File: src/rtl/hwpe_ctrl_uloop_seq_pkg.sv
`default_nettype none
// +----------------------------------------------------------------------------+
// | Module      : hwpe_ctrl_uloop_seq_pkg                                      |
// | Description : Shared types for the uloop sequencer: uloop control/flag     |
// |               structs, sequencer state encoding and sequencer side-band    |
// |               control/status structs.                                      |
// | Revision    : 1.0 - initial release                                        |
// +----------------------------------------------------------------------------+
package hwpe_ctrl_uloop_seq_pkg;

  localparam int unsigned ULOOP_MAX_NB_LOOPS      = 3;
  localparam int unsigned ULOOP_MAX_NB_REG        = 4;
  localparam int unsigned ULOOP_MAX_REG_WIDTH     = 16;
  localparam int unsigned ULOOP_MAX_CNT_WIDTH     = 8;
  localparam int unsigned ULOOP_LOOP_WIDTH        = $clog2(ULOOP_MAX_NB_LOOPS);
  localparam int unsigned ULOOP_SEQ_MAX_CONSUMERS = 8;
  localparam int unsigned ULOOP_SEQ_ITER_WIDTH    = 16;

  // Control toward the uloop engine.
  typedef struct packed {
    logic enable;
    logic clear;
    logic ready;
  } ctrl_uloop_t;

  // Flags produced by the uloop engine for each iteration.
  typedef struct packed {
    logic                                                   valid;
    logic                                                   done;
    logic [ULOOP_MAX_NB_REG-1:0][ULOOP_MAX_REG_WIDTH-1:0]   offs;
    logic [ULOOP_MAX_NB_LOOPS-1:0][ULOOP_MAX_CNT_WIDTH-1:0] idx;
    logic [ULOOP_LOOP_WIDTH-1:0]                            loop;
  } flags_uloop_t;

  typedef enum logic [2:0] {
    IDLE = 3'd0,
    CLR  = 3'd1,
    STEP = 3'd2,
    DISP = 3'd3,
    FIN  = 3'd4,
    ABRT = 3'd5
  } uloop_seq_state_t;

  // Sequencer control as seen from the HWPE FSM.
  typedef struct packed {
    logic                               start;
    logic                               abort;
    logic [ULOOP_SEQ_MAX_CONSUMERS-1:0] cons_en;
  } ctrl_uloop_seq_t;

  // Sequencer status toward the HWPE FSM.
  typedef struct packed {
    logic                            busy;
    logic                            done;
    logic [ULOOP_SEQ_ITER_WIDTH-1:0] iter;
  } flags_uloop_seq_t;

endpackage
`default_nettype wire

File: src/rtl/hwpe_ctrl_uloop_seq_bcast.sv
`default_nettype none
// +----------------------------------------------------------------------------+
// | Module      : hwpe_ctrl_uloop_seq_bcast                                    |
// | Description : Broadcast handshake of one offset set toward NB_CONSUMERS    |
// |               streamers. Tracks which enabled consumers have accepted and  |
// |               flags when all of them have.                                 |
// | Ports       : clk_i, rst_ni (sync, active-low), clear_i (sync clear),      |
// |               active_i (dispatch phase), en_i (consumer mask), ready_i,    |
// |               valid_o (per consumer), all_acc_o (set fully accepted)       |
// | Revision    : 1.0 - initial release                                        |
// +----------------------------------------------------------------------------+
module hwpe_ctrl_uloop_seq_bcast #(
  parameter int unsigned NB_CONSUMERS = 2
) (
  input  logic                    clk_i,
  input  logic                    rst_ni,
  input  logic                    clear_i,
  input  logic                    active_i,
  input  logic [NB_CONSUMERS-1:0] en_i,
  input  logic [NB_CONSUMERS-1:0] ready_i,
  output logic [NB_CONSUMERS-1:0] valid_o,
  output logic                    all_acc_o
);

  logic [NB_CONSUMERS-1:0] r_acc;
  logic [NB_CONSUMERS-1:0] w_acc_now;

  // Valid is a function of registered state only, never of ready.
  assign valid_o   = active_i ? (en_i & ~r_acc) : '0;
  assign w_acc_now = valid_o & ready_i;
  // An empty mask counts as accepted on the first dispatch cycle.
  assign all_acc_o = active_i && ((r_acc | w_acc_now) == en_i);

  always_ff @(posedge clk_i) begin
    if (!rst_ni || clear_i) begin
      r_acc <= '0;
    end else if (active_i) begin
      r_acc <= all_acc_o ? '0 : (r_acc | w_acc_now);
    end
  end

endmodule
`default_nettype wire

File: src/rtl/hwpe_ctrl_uloop_seq.sv
`default_nettype none
// +----------------------------------------------------------------------------+
// | Module      : hwpe_ctrl_uloop_seq                                          |
// | Description : Sequencer for the uloop engine. Clears the engine on start,  |
// |               steps it one iteration at a time, latches each iteration's   |
// |               flags and broadcasts them to the enabled streamer consumers. |
// | Ports       : clk_i, rst_ni (sync, active-low), clear_i (soft clear),      |
// |               start_i, abort_i, cons_en_i -> job control                   |
// |               ctrl_uloop_o / flags_uloop_i -> uloop engine                 |
// |               offs_valid_o / offs_ready_i -> consumer handshake            |
// |               offs_o, idx_o, loop_o, last_o -> latched iteration set       |
// |               iter_o, busy_o, done_o -> job status                         |
// | Revision    : 1.0 - initial release                                        |
// +----------------------------------------------------------------------------+
module hwpe_ctrl_uloop_seq
  import hwpe_ctrl_uloop_seq_pkg::*;
#(
  parameter int unsigned NB_CONSUMERS = 2,
  parameter int unsigned NB_REG       = ULOOP_MAX_NB_REG,
  parameter int unsigned REG_WIDTH    = ULOOP_MAX_REG_WIDTH,
  parameter int unsigned ITER_WIDTH   = 16
) (
  input  logic                                               clk_i,
  input  logic                                               rst_ni,
  input  logic                                               clear_i,
  input  logic                                               start_i,
  input  logic                                               abort_i,
  input  logic [NB_CONSUMERS-1:0]                            cons_en_i,
  output ctrl_uloop_t                                        ctrl_uloop_o,
  input  flags_uloop_t                                       flags_uloop_i,
  output logic [NB_CONSUMERS-1:0]                            offs_valid_o,
  input  logic [NB_CONSUMERS-1:0]                            offs_ready_i,
  output logic [NB_REG*REG_WIDTH-1:0]                        offs_o,
  output logic [ULOOP_MAX_NB_LOOPS*ULOOP_MAX_CNT_WIDTH-1:0]  idx_o,
  output logic [ULOOP_LOOP_WIDTH-1:0]                        loop_o,
  output logic                                               last_o,
  output logic [ITER_WIDTH-1:0]                              iter_o,
  output logic                                               busy_o,
  output logic                                               done_o
);

  uloop_seq_state_t r_state, w_state_nxt;

  logic [NB_CONSUMERS-1:0]                           r_en;
  logic [NB_REG*REG_WIDTH-1:0]                       r_offs, w_offs_cap;
  logic [ULOOP_MAX_NB_LOOPS*ULOOP_MAX_CNT_WIDTH-1:0] r_idx;
  logic [ULOOP_LOOP_WIDTH-1:0]                       r_loop;
  logic                                              r_last;
  logic [ITER_WIDTH-1:0]                             r_iter;

  logic w_flag_hit;
  logic w_disp;
  logic w_all_acc;
  logic w_start_ok;

  assign w_flag_hit = flags_uloop_i.valid | flags_uloop_i.done;
  assign w_disp     = (r_state == DISP);
  // Abort outranks start, so a same-cycle start+abort in IDLE is dropped.
  assign w_start_ok = (r_state == IDLE) && start_i && !abort_i;

  // Only the lowest NB_REG offsets, trimmed to REG_WIDTH, are forwarded.
  generate
    for (genvar g = 0; g < NB_REG; g++) begin : g_offs
      assign w_offs_cap[g*REG_WIDTH +: REG_WIDTH] = flags_uloop_i.offs[g][REG_WIDTH-1:0];
    end
  endgenerate

  hwpe_ctrl_uloop_seq_bcast #(
    .NB_CONSUMERS (NB_CONSUMERS)
  ) i_bcast (
    .clk_i     (clk_i),
    .rst_ni    (rst_ni),
    .clear_i   (clear_i | abort_i),
    .active_i  (w_disp),
    .en_i      (r_en),
    .ready_i   (offs_ready_i),
    .valid_o   (offs_valid_o),
    .all_acc_o (w_all_acc)
  );

  always_comb begin
    w_state_nxt = r_state;
    if (r_state != IDLE && abort_i) begin
      w_state_nxt = ABRT;
    end else begin
      case (r_state)
        IDLE:    if (w_start_ok) w_state_nxt = CLR;
        CLR:     w_state_nxt = STEP;
        STEP:    if (w_flag_hit) w_state_nxt = DISP;
        DISP:    if (w_all_acc) w_state_nxt = r_last ? FIN : STEP;
        FIN:     w_state_nxt = IDLE;
        ABRT:    w_state_nxt = IDLE;
        default: w_state_nxt = IDLE;
      endcase
    end
  end

  always_comb begin
    ctrl_uloop_o        = '0;
    ctrl_uloop_o.enable = (r_state == STEP);
    ctrl_uloop_o.ready  = (r_state == STEP);
    ctrl_uloop_o.clear  = (r_state == CLR) || (r_state == ABRT);
  end

  always_ff @(posedge clk_i) begin
    if (!rst_ni || clear_i) begin
      r_state <= IDLE;
      r_en    <= '0;
      r_offs  <= '0;
      r_idx   <= '0;
      r_loop  <= '0;
      r_last  <= 1'b0;
      r_iter  <= '0;
    end else begin
      r_state <= w_state_nxt;
      if (w_start_ok) begin
        r_en   <= cons_en_i;
        r_iter <= '0;
      end
      // A done flag, with or without valid, marks the final set.
      if (r_state == STEP && !abort_i && w_flag_hit) begin
        r_offs <= w_offs_cap;
        r_idx  <= flags_uloop_i.idx;
        r_loop <= flags_uloop_i.loop;
        r_last <= flags_uloop_i.done;
      end
      if (w_disp && !abort_i && w_all_acc && !(&r_iter)) begin
        r_iter <= r_iter + ITER_WIDTH'(1);
      end
    end
  end

  assign offs_o = r_offs;
  assign idx_o  = r_idx;
  assign loop_o = r_loop;
  assign last_o = r_last;
  assign iter_o = r_iter;
  assign busy_o = (r_state != IDLE);
  assign done_o = (r_state == FIN);

endmodule
`default_nettype wire

File: config.mk
export PLATFORM = sky130hd
export DESIGN_NAME = hwpe_ctrl_uloop_seq
export DESIGN_NICKNAME = d
export VERILOG_FILES = /design/src/rtl/hwpe_ctrl_uloop_seq_pkg.sv /design/src/rtl/hwpe_ctrl_uloop_seq_bcast.sv /design/src/rtl/hwpe_ctrl_uloop_seq.sv
export SDC_FILE = /design/constraint.sdc
export NUM_CORES = 1
export LEC_CHECK = 0
export CAP_MARGIN = 20
export CELL_PAD_IN_SITES_DETAIL_PLACEMENT = 2
export CELL_PAD_IN_SITES_GLOBAL_PLACEMENT = 2
export CORE_ASPECT_RATIO = 0.75
export CORE_MARGIN = 3
export CORE_UTILIZATION = 23
export CTS_CLUSTER_DIAMETER = 150
export DETAILED_ROUTE_END_ITERATION = 8
export HOLD_SLACK_MARGIN = 0.05
export PLACE_DENSITY = 0.9
export SLEW_MARGIN = 10
export SYNTH_ARGS = -nofsm -noshare
export SYNTH_HDL_FRONTEND = slang
export SYNTH_SLANG_ARGS = --single-unit
File: constraint.sdc
create_clock -name clk_i -period 5 [get_ports clk_i]
set_clock_uncertainty 0.2 [all_clocks]
set_input_delay 1.5 -clock clk_i [delete_from_list [all_inputs] [get_ports clk_i]]
set_output_delay 1.5 -clock clk_i [all_outputs]
set_load 0.02 [all_outputs]
==> results by group <==
Run status
  – Status: finished clean

Final layout
  – Layout area overhead: 65.8%
  – Area of the multi-input gates: between 2000 and 2500 um^2
  – FF/Latch Area: about 2300 um^2
  – Fin nets: a little under 900
  – Share of layout cells above drive strength 1: 0.0572
  – Final Non-Filler Cells: ~1000
  – Diodes inserted: 0
  – Design area: 7430 um^2
  – Fillers: around 2100
  – Finished Core Util: 0.396

Yosys
  – Most frequent cells after synthesis: 206 x nand2_1, 114 x dfxtp_1, 95 x a21oi_1, 36 x clkbuf_1
  – Number of synthesized flops with an enable pin: 0
  – Yosys cell types: 37
  – Avg Inst Size Synth: 7.77 um^2
  – Most frequent cell after synthesis: nand2_1
  – Mapped cell area: roughly 4500 um^2
  – Synth top area cells: dfxtp_1 51%, nand2_1 17%, a21oi_1 11%
  – Mapped Cells: between 500 and 600
  – Synthesis-stage register bit count: around 110
  – Register area share after synthesis: 0.509
  – Ys Warns: 0
  – Dominant synthesized flop cell: dfxtp_1
  – Largest area contributor in the netlist: dfxtp_1
  – Synthesized Nets: ~680
  – Synth async-reset ratio: 0
  – Top-area cell type share of the netlist area: 0.509

Floorplanning
  – Rows: 43
  – Initial Util: 0.239
  – Die area: between 20000 and 25000 um^2
  – Core Area: 18800 um^2
  – Die H: 127 um
  – Die Width: roughly 170 um
  – I/O pin count: 215

Setup path
  – Worst Path Arrival: a little over 2 ns
  – Worst setup path class: reg -> out
  – Worst setup SP type: register
  – CP Capture Type: primary output
  – Worst-path fanout max: 10
  – Worst EP required: roughly 3.3 ns

STA
  – Fin crit share: 0.752
  – Max Slew Vio Count: 0
  – Slew @ Worst Pin: a little under 0.8 ns
  – Final Hold Vio Count: 0
  – Post-route setup TNS: 0 ns
  – Final Setup Violations: 0
  – Hold WS: about 0.25 ns
  – Max-slew headroom: 0.475
  – Min cycle time layout: 3.76 ns
  – Max frequency: approximately 0.27 GHz
  – RSZ-0062 raised after global routing: no
  – PnR worst setup slack: roughly 1.2 ns

Routing
  – Starting DRT DRC Count: between 200 and 250
  – Wire per inst: ~18 um
  – Via Count: 4861
  – Total wire length: about 18 mm
  – Via density: between 4 and 5
  – First-pass DRT Iterations: 6
  – Post-DRT Antenna Nets: 0
  – Number of remaining DRC errors: 0

Global route
  – Initial antenna violation count: 0
  – First-pass GRT wire length: 29.3 mm
  – Number of global-route vias before repair: approximately 5200
  – GRT Util Overall: 0.173
  – Largest net degree at the start of global routing: 92
  – Total congestion overflow: 0

Min path
  – Hold Path Class: reg -> reg

Placed design
  – Post-place instance area: 6840 um^2
  – Routability cong.: a little over 0.7
  – Post-Place Cells: between 1000 and 1500
  – IO buf count: 214
  – Pre-CTS setup slack: 1.01 ns
  – DP HPWL: roughly 13 mm

CTS
  – Post-CTS Hold Buffers: 0
  – Root buf cell: clkbuf_16
  – CTS max path bufs: 2
  – H-tree depth: 4
  – CTS tree: done
  – Post-cts repair resize count: 0
  – Clk sinks: about 110
  – Post-CTS Setup Inserts: 0
  – Clk Latency, worst-skew pair: 0.41 ns
  – Num CTS Buffers: 17
  – Clock slew at reported path FFs: 0.05 ns

Pwr
  – Pwr dens: roughly 300 nW/um^2
  – Max rail drop VDD: between 0.1 and 0.15 mV
  – Total power: between 2 and 2.5 mW
  – Static leakage: between 2 and 2.5 nW

Flow run
  – Max-cap violations: 0
==> registers in the layout, summed over array words and instances (netlist names) <==
| signal | flops |
|---|---|
| offs_o | 64 |
| idx_o | 24 |
| iter_o | 16 |
| r_state | 3 |
| i_bcast.r_acc | 2 |
| loop_o | 2 |
| r_en | 2 |
| last_o | 1 |
==> path summary, 6_finish.rpt <==
kind / slack, ns / from / cells past startpoint / endpoint
max: 1.24 / r_state[0]$_SDFFE_PP0P_ / 4 / offs_valid_o[1]
min reg2reg: 0.25 / loop_o[1]$_SDFFE_PP0P_ / 2 / loop_o[1]$_SDFFE_PP0P_
min: 0.25 / loop_o[1]$_SDFFE_PP0P_ / 2 / loop_o[1]$_SDFFE_PP0P_
max reg2reg: 1.83 / iter_o[0]$_SDFFE_PP0P_ / 8 / iter_o[7]$_SDFFE_PP0P_
==> layer usage <==
metal,part of all wire,up-vias,GRT usage,wire [um]
met2,0.45,142,0.270,8260
li1,-,2343,-,-
met4,0.014,0,0.0596,261
met5,0,-,0,0
met3,0.080,17,0.0667,1470
met1,0.45,2359,0.220,8270
==> logic make-up after synthesis <==
| family | synth area share |
|---|---|
| and+or+nand+nor | 0.263 |
| AOI/OAI and AO/OA | 0.176 |
| DFF | 0.509 |
| buffers and inverters | 0.0455 |
| adders and majority gates | 0.00279 |
| muxes | 0.00447 |
==> critical path: stages, from the launching register on <==
cell and delay, ns:
dfxtp_1 0.50, and3_1 0.35, nand2_1 0.08, nor2_1 0.08, clkdlybuf4s50_1 0.63
==> power breakdown <==
part	switching [mW]	internal, mW	total, mW
Clock	0.420	0.783	1.20
Sequential	0.00200	0.911	0.913
Combinational	0.0455	0.0786	0.124
==> layout make-up <==
type | instances | share of cell area
Clock buffer | 23 | 0.0657
Multi-Input combinational cell | 416 | 0.271
Sequential cell | 114 | 0.307
Inverter | 3 | 0.00152
Tap cell | 247 | 0.0416
Clock inverter | 9 | 0.0140
Timing Repair Buffer | 222 | 0.300
==> layout by cell type (no fill, tap or decap), drive strengths merged <==
cell type	Yosys	routed
clkbuf	37	23
nand2	206	206
a221o	1	1
o21ai	19	19
bufinv	0	2
and2	1	1
o21bai	2	2
or4b	1	1
dfxtp	114	114
nor3	6	6
o211ai	3	3
a2111oi	3	3
nor2	8	8
or3b	2	2
buf	7	8
nand3	14	14
nor4	1	1
nand4	5	5
a21oi	95	95
and4	2	2
or3	14	14
clkinvlp	0	2
clkdlybuf4s50	0	214
a31oi	3	3
a211o	13	13
inv	3	3
ha	1	1
mux2i	2	2
o211a	1	1
nand2b	3	3
nor2b	3	3
or4	3	3
clkinv	0	5
and3	4	4
(Power assumes the default switching activity.)
